## config.mk

```make
export PLATFORM = sky130hd
export DESIGN_NAME = voice_allocator
export DESIGN_NICKNAME = d
export VERILOG_FILES = /design/src/rtl/voice_alloc_pkg.sv /design/src/rtl/voice_pick.sv /design/src/rtl/voice_allocator.sv
export SDC_FILE = /design/constraint.sdc
export NUM_CORES = 1
export LEC_CHECK = 0
export ABC_AREA = 0
export CAP_MARGIN = 20
export CORE_ASPECT_RATIO = 2
export CORE_MARGIN = 10
export CORE_UTILIZATION = 35
export DETAILED_ROUTE_END_ITERATION = 8
export PLACE_DENSITY = 0.52
export SLEW_MARGIN = 5
export SYNTH_ARGS = -nofsm -noshare
export SYNTH_HDL_FRONTEND = slang
export SYNTH_SLANG_ARGS = --single-unit
```

## constraint.sdc

```tcl
create_clock -name clk -period 6.8 [get_ports clk]
set_input_delay 1.36 -clock clk [delete_from_list [all_inputs] [get_ports clk]]
set_output_delay 1.36 -clock clk [all_outputs]
set_load 0.05 [all_outputs]
```

## src/rtl/voice_alloc_pkg.sv

```systemverilog
// Shared types and constants for the polyphonic voice allocator.
package voice_alloc_pkg;
  localparam int NOTE_W         = 7;
  localparam int RETRIG_GAP_DEF = 2;

  typedef enum logic [1:0] {
    IDLE   = 2'd0,
    SCAN   = 2'd1,
    GAP    = 2'd2,
    COMMIT = 2'd3
  } va_state_t;

  typedef struct packed {
    logic              on;
    logic [NOTE_W-1:0] note;
    logic [NOTE_W-1:0] vel;
  } note_ev_t;
endpackage

```

## src/rtl/voice_pick.sv

```systemverilog
// Combinational note-on target search: retrigger match, then lowest free voice, then oldest.
module voice_pick
  import voice_alloc_pkg::*;
#(
  parameter  int VOICES = 4,
  parameter  int AGE_W  = 8,
  localparam int IW     = $clog2(VOICES)
) (
  input  logic [VOICES-1:0]             gate,
  input  logic [VOICES-1:0][NOTE_W-1:0] note_tbl,
  input  logic [VOICES-1:0][AGE_W-1:0]  age_tbl,
  input  logic [NOTE_W-1:0]             note,
  output logic [IW-1:0]                 idx,
  output logic                          match,
  output logic                          steal
);
  logic             free;
  logic [IW-1:0]    m_idx, f_idx, o_idx;
  logic [AGE_W-1:0] o_age;

  always_comb begin
    match = 1'b0;
    free  = 1'b0;
    m_idx = '0;
    f_idx = '0;
    // descending scan so the lowest qualifying index is the one left standing
    for (int i = VOICES-1; i >= 0; i--) begin
      if (gate[i] && note_tbl[i] == note) begin
        match = 1'b1;
        m_idx = IW'(i);
      end
      if (!gate[i]) begin
        free  = 1'b1;
        f_idx = IW'(i);
      end
    end
    o_idx = '0;
    o_age = age_tbl[0];
    for (int i = 1; i < VOICES; i++) begin
      if (age_tbl[i] > o_age) begin
        o_age = age_tbl[i];
        o_idx = IW'(i);
      end
    end
    steal = !match && !free;
    idx   = match ? m_idx : (free ? f_idx : o_idx);
  end
endmodule

```

## src/rtl/voice_allocator.sv

```systemverilog
// Polyphonic voice allocator with oldest-voice stealing and forced retrigger gap.
// Optional sustain pedal support under VOICE_ALLOCATOR_SUSTAIN_EN.
module voice_allocator
  import voice_alloc_pkg::*;
#(
  parameter int VOICES     = 4,
  parameter int AGE_W      = 8,
  parameter int RETRIG_GAP = RETRIG_GAP_DEF
) (
  input  logic                     clk,
  input  logic                     rst_n,
`ifdef VOICE_ALLOCATOR_SUSTAIN_EN
  input  logic                     sustain,
`endif
  input  logic                     ev_valid,
  output logic                     ev_ready,
  input  logic                     ev_on,
  input  logic [NOTE_W-1:0]        ev_note,
  input  logic [NOTE_W-1:0]        ev_vel,
  output logic [VOICES-1:0]        gate,
  output logic [NOTE_W*VOICES-1:0] voice_note,
  output logic [NOTE_W*VOICES-1:0] voice_vel,
  output logic                     steal
);
  localparam int IW = $clog2(VOICES);
  localparam int GW = $clog2(RETRIG_GAP + 1);

  va_state_t                     state, state_nx;
  note_ev_t                      ev_q;
  logic [IW-1:0]                 tgt_q, pick_idx;
  logic                          pick_match, pick_steal;
  logic [GW-1:0]                 gap_cnt;
  logic [VOICES-1:0][NOTE_W-1:0] note_q, vel_q;
  logic [VOICES-1:0][AGE_W-1:0]  age_q;
  logic [VOICES-1:0]             off_hit, off_clr, rel_clr;
  logic                          accept, rel_pend_nx;

  assign accept     = ev_valid && ev_ready;
  assign voice_note = note_q;
  assign voice_vel  = vel_q;

  voice_pick #(.VOICES(VOICES), .AGE_W(AGE_W)) u_pick (
    .gate     (gate),
    .note_tbl (note_q),
    .age_tbl  (age_q),
    .note     (ev_q.note),
    .idx      (pick_idx),
    .match    (pick_match),
    .steal    (pick_steal)
  );

  always_comb begin
    for (int i = 0; i < VOICES; i++) off_hit[i] = gate[i] && (note_q[i] == ev_q.note);
  end

`ifdef VOICE_ALLOCATOR_SUSTAIN_EN
  logic              sus_q, rel_pend, rel_go;
  logic [VOICES-1:0] held;

  // release runs as a dedicated IDLE cycle with ev_ready held low
  assign rel_go      = (state == IDLE) && rel_pend && !ev_ready;
  assign rel_pend_nx = (rel_pend && !rel_go) || (sus_q && !sustain);
  assign off_clr     = sustain ? '0 : off_hit;
  assign rel_clr     = rel_go ? held : '0;

  always_ff @(posedge clk or negedge rst_n) begin
    if (!rst_n) begin
      sus_q    <= 1'b0;
      rel_pend <= 1'b0;
      held     <= '0;
    end else begin
      sus_q    <= sustain;
      rel_pend <= rel_pend_nx;
      if (state == COMMIT) begin
        if (ev_q.on)      held[tgt_q] <= 1'b0;
        else if (sustain) held        <= held | off_hit;
      end
      if (rel_go) held <= '0;
    end
  end
`else
  assign rel_pend_nx = 1'b0;
  assign off_clr     = off_hit;
  assign rel_clr     = '0;
`endif

  always_comb begin
    state_nx = state;
    case (state)
      IDLE:    if (accept) state_nx = SCAN;
      // match or steal both imply the target is currently sounding
      SCAN:    state_nx = (ev_q.on && (pick_match || pick_steal)) ? GAP : COMMIT;
      GAP:     if (gap_cnt == GW'(RETRIG_GAP - 1)) state_nx = COMMIT;
      COMMIT:  state_nx = IDLE;
      default: state_nx = IDLE;
    endcase
  end

  always_ff @(posedge clk or negedge rst_n) begin
    if (!rst_n) begin
      state    <= IDLE;
      ev_ready <= 1'b0;
      steal    <= 1'b0;
      ev_q     <= '0;
      tgt_q    <= '0;
      gap_cnt  <= '0;
    end else begin
      state    <= state_nx;
      ev_ready <= (state_nx == IDLE) && !rel_pend_nx;
      steal    <= (state == SCAN) && ev_q.on && pick_steal;
      gap_cnt  <= (state == GAP) ? gap_cnt + 1'b1 : '0;
      if (accept)         ev_q  <= '{on: ev_on, note: ev_note, vel: ev_vel};
      if (state == SCAN)  tgt_q <= pick_idx;
    end
  end

  always_ff @(posedge clk or negedge rst_n) begin
    if (!rst_n) begin
      gate   <= '0;
      note_q <= '0;
      vel_q  <= '0;
      age_q  <= '0;
    end else begin
      case (state)
        GAP: gate[tgt_q] <= 1'b0;
        COMMIT: begin
          if (ev_q.on) begin
            for (int i = 0; i < VOICES; i++)
              if (IW'(i) != tgt_q && age_q[i] != {AGE_W{1'b1}}) age_q[i] <= age_q[i] + 1'b1;
            gate[tgt_q]   <= 1'b1;
            note_q[tgt_q] <= ev_q.note;
            vel_q[tgt_q]  <= ev_q.vel;
            age_q[tgt_q]  <= '0;
          end else begin
            gate <= gate & ~off_clr;
          end
        end
        IDLE:    gate <= gate & ~rel_clr;
        default: ;
      endcase
    end
  end
endmodule
```

-- Word level (Yosys, flattened, before mapping)
Index checks and enable logic that the tools add are counted.
- bits in registers: 115
- add/sub/neg operators: 5
- equal/unequal tests: 15
- bitwise gates (word level): 7
- reductions and logical operators: 22
- mux-type cells: 50
- magnitude comparators: 5
- operators by type and width (cell ; count):
    $mux W8 ; 15
    $bwmux W28 ; 2
    $add A8 B1 Y8 const B ; 4
    $and A32 B32 Y32 ; 1
    $ne A8 B8 Y1 const B ; 4
    $not A32 Y32 ; 1
    $mux W2 ; 15
    $eq A7 B7 Y1 ; 4
    $gt A8 B8 Y1 ; 3
    $demux W8 S2 ; 1
    $demux W7 S2 ; 1
    $logic_and A1 B1 Y1 ; 14
    $mux W1 ; 11
    $and A4 B4 Y4 ; 2
    $not A4 Y4 ; 2
    $pmux W2 S4 ; 1
    $pmux W4 S2 ; 1
    $mux W7 ; 1
    $eq A2 B1 Y1 const B ; 2
    $eq A2 B2 Y1 const B ; 2
    $logic_not A2 Y1 ; 2
    $mux W4 ; 1
    $ne A2 B2 Y1 const A ; 2
    $or A4 B4 Y4 ; 1
    other kinds (9) ; 11

-- Logic depth before layout (Yosys ltp)
- word-level depth: 13
- gate-level depth with buffers: 23
- mapped depth without buffers: 21

-- Cells and area by module
A second synthesis with hierarchy kept.
- cells, all modules: 645
- area, all modules: 6467.5 um2
- by module, submodules not included (module ; area each (um2) ; instances ; seq. area each (um2) ; cells an instance):
    voice_allocator ; 5278.8 ; 1 ; 2877.8 ; 488
    voice_pick ; 1188.6 ; 1 ; 0.0 ; 157

-- Least setup slack after synthesis
OpenSTA, ideal clock, no wires.
- path type: register to register
- from: reg age_q[9] in the netlist's numbering
- to: reg tgt_q[0]
- slack: 2.334 ns
- path buffers: 2
- stages on the path, launching flop included: 23
- data required time: 6.667 ns
- period minus slack after synthesis: 4.466 ns
- data arrival time: 4.332 ns
- setup time: 0.133 ns
- path through: dfrtp_1 ha_1 nor2b_1 o211ai_1 a21oi_1 o22a_1 buf_2 mux2i_1 ha_1 nor2b_1 o211ai_1 a21oi_1 o22ai_1 clkbuf_1 nor2_1 a21o_1 ha_1 and4b_1 a211oi_1 o221ai_1 o21a_1 a2111oi_0 nor2_1
- word-level cells in the longest chain between the ends: 8
- elaborated cells between the ends (all ways): 10
- those cells by class: 3 x order compare; 7 x mux
- RTL lines (what ; line ; source):
    from (decl) ; voice_allocator.sv:34 ; logic [VOICES-1:0][AGE_W-1:0] age_q;
    from (signal assigned) ; voice_allocator.sv:122 ; age_q <= '0;
    from (signal, indexed assignment) ; voice_allocator.sv:133 ; age_q[tgt_q] <= '0;
    $gt A8 B8 Y1 ; voice_pick.sv:40 ; if (age_tbl[i] > o_age) begin
    $mux W8 ; voice_pick.sv:40 ;
    $gt A8 B8 Y1 ; voice_pick.sv:40 ;
    $mux W8 ; voice_pick.sv:40 ;
    $gt A8 B8 Y1 ; voice_pick.sv:40 ;
    $mux W2 (*) ; voice_pick.sv:40 ;
    $mux W2 (*) (2 in a row) ; voice_pick.sv:46 ; idx = match ? m_idx : (free ? f_idx : o_idx);
    to (signal assigned) ; voice_allocator.sv:113 ; if (state == SCAN) tgt_q <= pick_idx;
    to (decl) ; voice_allocator.sv:30 ; logic [IW-1:0] tgt_q, pick_idx;
Every way passes the cells marked *; elsewhere a longest branch is shown, timed or not.
A chain may end at the register's enable or synchronous reset.

-- Worst setup path in the final report
Same ends and word-level chain as after synthesis.

==> metrics.md <==
| Metric | Value |
|---|---|
| Outcome | `complete, no violations` |
| Synthesized area | `~6100 sq um` |
| Gate power share | `45.8%` |
| Share of cells above drive strength 1 | `10.63%` |
| CP top delay family | `compound AO/OA/AOI/OAI gates` |
| Fin. Hold Viols | `0` |
| Congestion Overflow GR | `0` |
| Worst slack at placement | `~2.0 ns` |
| Tot Pwr | `between 3000 and 4000 uW` |
| Post-synthesis register bit count | `115` |
| Area growth syn-to-layout | `26.41%` |
| Syn_area_per_cell | `between 9 and 10 sq um` |
| Worst EP required | `7.08 ns` |
| Wire length per cell | `18.49 microns` |
| CP cell instances | `ha_1 > nor2b_1 > o211ai_1 > a21oi_1 > o22a_1 > mux2i_1 > ha_1 > nor2b_1 > o211ai_1 > a21oi_1 > o22ai_1 > buf_4 > mux2_2 > ha_1 > a21o_1 > a211oi_1 > o221ai_1 > o21a_1 > a2111oi_0 > nor2_1` |
| I/O pins | `80` |
| Power Density | `507.3 nW/um^2` |
| Post_cts resized | `0` |
| H-tree depth | `4` |
| CTS tree | `yes` |
| Vias | `4731` |
| Clock power frac | `between 20% and 30%` |
| Distinct cell type count after synthesis | `between 50 and 60` |
| Placed cell area | `between 7000 and 8000 sq um` |
| Initial Utilization | `between 30 and 40%` |
| Clk root buf | `clkbuf_16` |
| Clk_lat worst skew | `0.41 ns` |
| Largest stage delay on the critical path | `0.46 ns` |
| Synthesized Nets | `between 600 and 700` |
| Chip height | `206.8 microns` |
| Final nets | `753` |
| First-pass GRT wire length | `about 28000 microns` |
| Worst IR Drop VDD | `about 280 uV` |
| Slowest library cell on the worst path | `dfrtp_1` |
| Worst Path Buf+Inv | `1` |
| Number of global-route vias before repair | `a little over 5000` |
| Largest net degree at the start of global routing | `between 60 and 70` |
| CTS Buf Count | `17` |
| Vias per cell | `around 5` |
| Slew Limit Fails | `0` |
| Post-Syn Instances | `622` |
| Setup TNS Final | `0 ns` |
| DP HPWL | `roughly 13000 microns` |
| Seq pwr share | `29.8%` |
| Crit-path max FO | `15` |
| # DRC | `0` |
| Synth async-reset ratio | `100.0%` |
| Critical path class | `register to register` |
| Worst-margin pin slew | `between 0.9 and 1 ns` |
| Std-Cell Rows | `a little under 70` |
| Clock Sinks | `~120` |
| Setup violations, final | `0` |
| Die ar. | `~23000 sq um` |
| Core area | `roughly 17000 sq um` |
| Switch Pwr | `1616 uW` |
| Ys Warns | `0` |
| Final worst setup slack | `1.945 ns` |
| Min Tclk post-route | `4.855 ns` |
| # Max-Cap Violations | `0` |
| CP most frequent cell | `ha_1` |
| Startpoint Class | `register` |
| Post-synth EDFFs | `0` |
| Overall die width | `roughly 110 microns` |
| Post-route ant nets | `0` |
| DRT Wirelength | `between 15000 and 20000 microns` |
| Clk_skew | `around 0.0068 ns` |
| # hold bufs at CTS | `0` |
| Post-synthesis sequential area ratio | `47.13%` |
| Clock transition at the registers of the reported paths | `roughly 0.050 ns` |
| Drt pass-1 iters | `4` |
| Most used DFF post-synth | `dfrtp_1` |
| DRT iter0 DRCs | `~220` |
| RSZ-0062 raised after global routing | `no` |
| Worst setup EP type | `register` |
| GPL Wtd Cong | `about 0.84` |
| Deepest clock path buffer count | `2` |
| Worst Path Arrival | `slightly above 5 ns` |
| Total GRT Usage | `15.04%` |
| Internal power | `about 2300 uW` |
| Sw Share | `41.26%` |
| Hold Path Class | `register to register` |
| Leak pwr | `~0.0036 uW` |
| Post-CTS setup buffer count | `0` |
| Cell area after layout | `approximately 7700 sq um` |
| Port bufs | `just under 80` |
| Initial antenna violation count | `0` |
| Highest clock rate | `~210 MHz` |
| Final Cycle Share | `71.40%` |
| Antenna diodes | `0` |
| Post-layout util | `~45%` |
| Slew margin rel. | `37.42%` |
## metrics by stage
stage / instances / hold WS, ns
detailed placement: 893 / 0.4318
global route: 925 / 0.4467
finish: 925 / 0.4428
global placement: 893 / 0.4249
floorplan: 622 / 0.4091
CTS: 925 / 0.4386
## state kept, by name, summed over array words and instances, names as in the netlist
register,count
state,2
voice_vel,28
gate,4
gap_cnt,2
ev_q,15
age_q,32
ev_ready,1
steal,1
tgt_q,2
voice_note,28
## logic make-up after synthesis
logic type      count (synthesis)  share of synthesized area [%]
simple gates                  271                          20.59
flops                         115                          47.13
compound gates                 73                          8.381
xor+xnor                       45                          6.578
buf+inv                        45                          3.320
mux                            40                          7.234
fa+ha+maj                      33                          6.762
## path summary, 6_finish.rpt
kind	startpoint	slack, ns	to	cells past startpoint
max in group asynchronous	rst_n	4.54	tgt_q[0]	2
min in group asynchronous	rst_n	1.04	voice_vel[16]	1
worst min register to register	gap_cnt[0]	0.44	gap_cnt[0]	1
worst min-delay path	gap_cnt[0]	0.44	gap_cnt[0]	1
worst max-delay path	age_q[9]	1.94	tgt_q[0]	20
worst max register to register	age_q[9]	1.94	tgt_q[0]	20
## cells in the mapped netlist, types with 2 or more instances
| cell | number | area share [%] |
|---|---|---|
| clkbuf_1 | 8 | 0.49 |
| inv_1 | 22 | 1.4 |
| nand2b_1 | 3 | 0.31 |
| xnor2_1 | 24 | 3.4 |
| nor3_1 | 11 | 0.90 |
| nor2_1 | 34 | 2.1 |
| and4_1 | 4 | 0.57 |
| mux2i_1 | 7 | 1.1 |
| nor2b_1 | 9 | 0.92 |
| ha_1 | 33 | 6.8 |
| nor4_1 | 3 | 0.31 |
| nand3_1 | 21 | 1.7 |
| o2bb2ai_1 | 2 | 0.29 |
| buf_6 | 2 | 0.37 |
| and3_1 | 7 | 0.72 |
| dfrtp_1 | 115 | 47 |
| mux2_2 | 26 | 4.8 |
| and2_1 | 4 | 0.41 |
| a21oi_1 | 22 | 1.8 |
| o22a_1 | 2 | 0.29 |
| a21o_1 | 6 | 0.74 |
| mux2_1 | 7 | 1.3 |
| o21ai_0 | 11 | 0.90 |
| a41oi_1 | 2 | 0.29 |
| nor3_2 | 2 | 0.33 |
| o21a_1 | 3 | 0.37 |
| o211ai_1 | 3 | 0.37 |
| a221oi_1 | 2 | 0.29 |
| xor2_1 | 20 | 2.9 |
| a211oi_1 | 5 | 0.61 |
| nand4_1 | 14 | 1.4 |
| buf_2 | 12 | 0.98 |
| nand2_1 | 152 | 9.3 |
## metal layers
layer,track usage (%),part of all wire (%),up-vias
li1,-,-,2297
met1,14.33,36,2308
met2,28.72,57,98
met3,4.051,4.0,28
met4,7.195,2.8,0
met5,0,0,-
## layout by cell type (no fill, tap or decap), types with 21 or more instances in the layout
master and n:
a21oi_1 22, clkdlybuf4s50_1 78, dfrtp_1 115, ha_1 33
inv_1 22, mux2_2 26, nand2_1 152, nand3_1 21
nor2_1 33, xnor2_1 24
## power by group through the flow
| stage | logic, uW | clock network, uW | registers, uW |
|---|---|---|---|
| 3_5_place_dp | 1810 | 0 | 1180 |
| 2_1_floorplan | 1160 | 0 | 1300 |
| 3_3_place_gp | 1760 | 0 | 1170 |
| 6_report | 1790 | 957 | 1170 |
| 5_1_grt | 1980 | 1010 | 1200 |
| 4_1_cts | 1810 | 983 | 1170 |
## area by class of cell
type,count,area [sq um]
Clock buffer,22,484.2
Multi-Input combinational cell,462,3033
Tap cell,210,262.8
Sequential cell,115,2878
Inverter,22,82.58
Clock inverter,10,152.6
Timing Repair Buffer,84,825.8
Fill cell,1654,9468
Note: power is estimated with default switching activity, not from simulation.
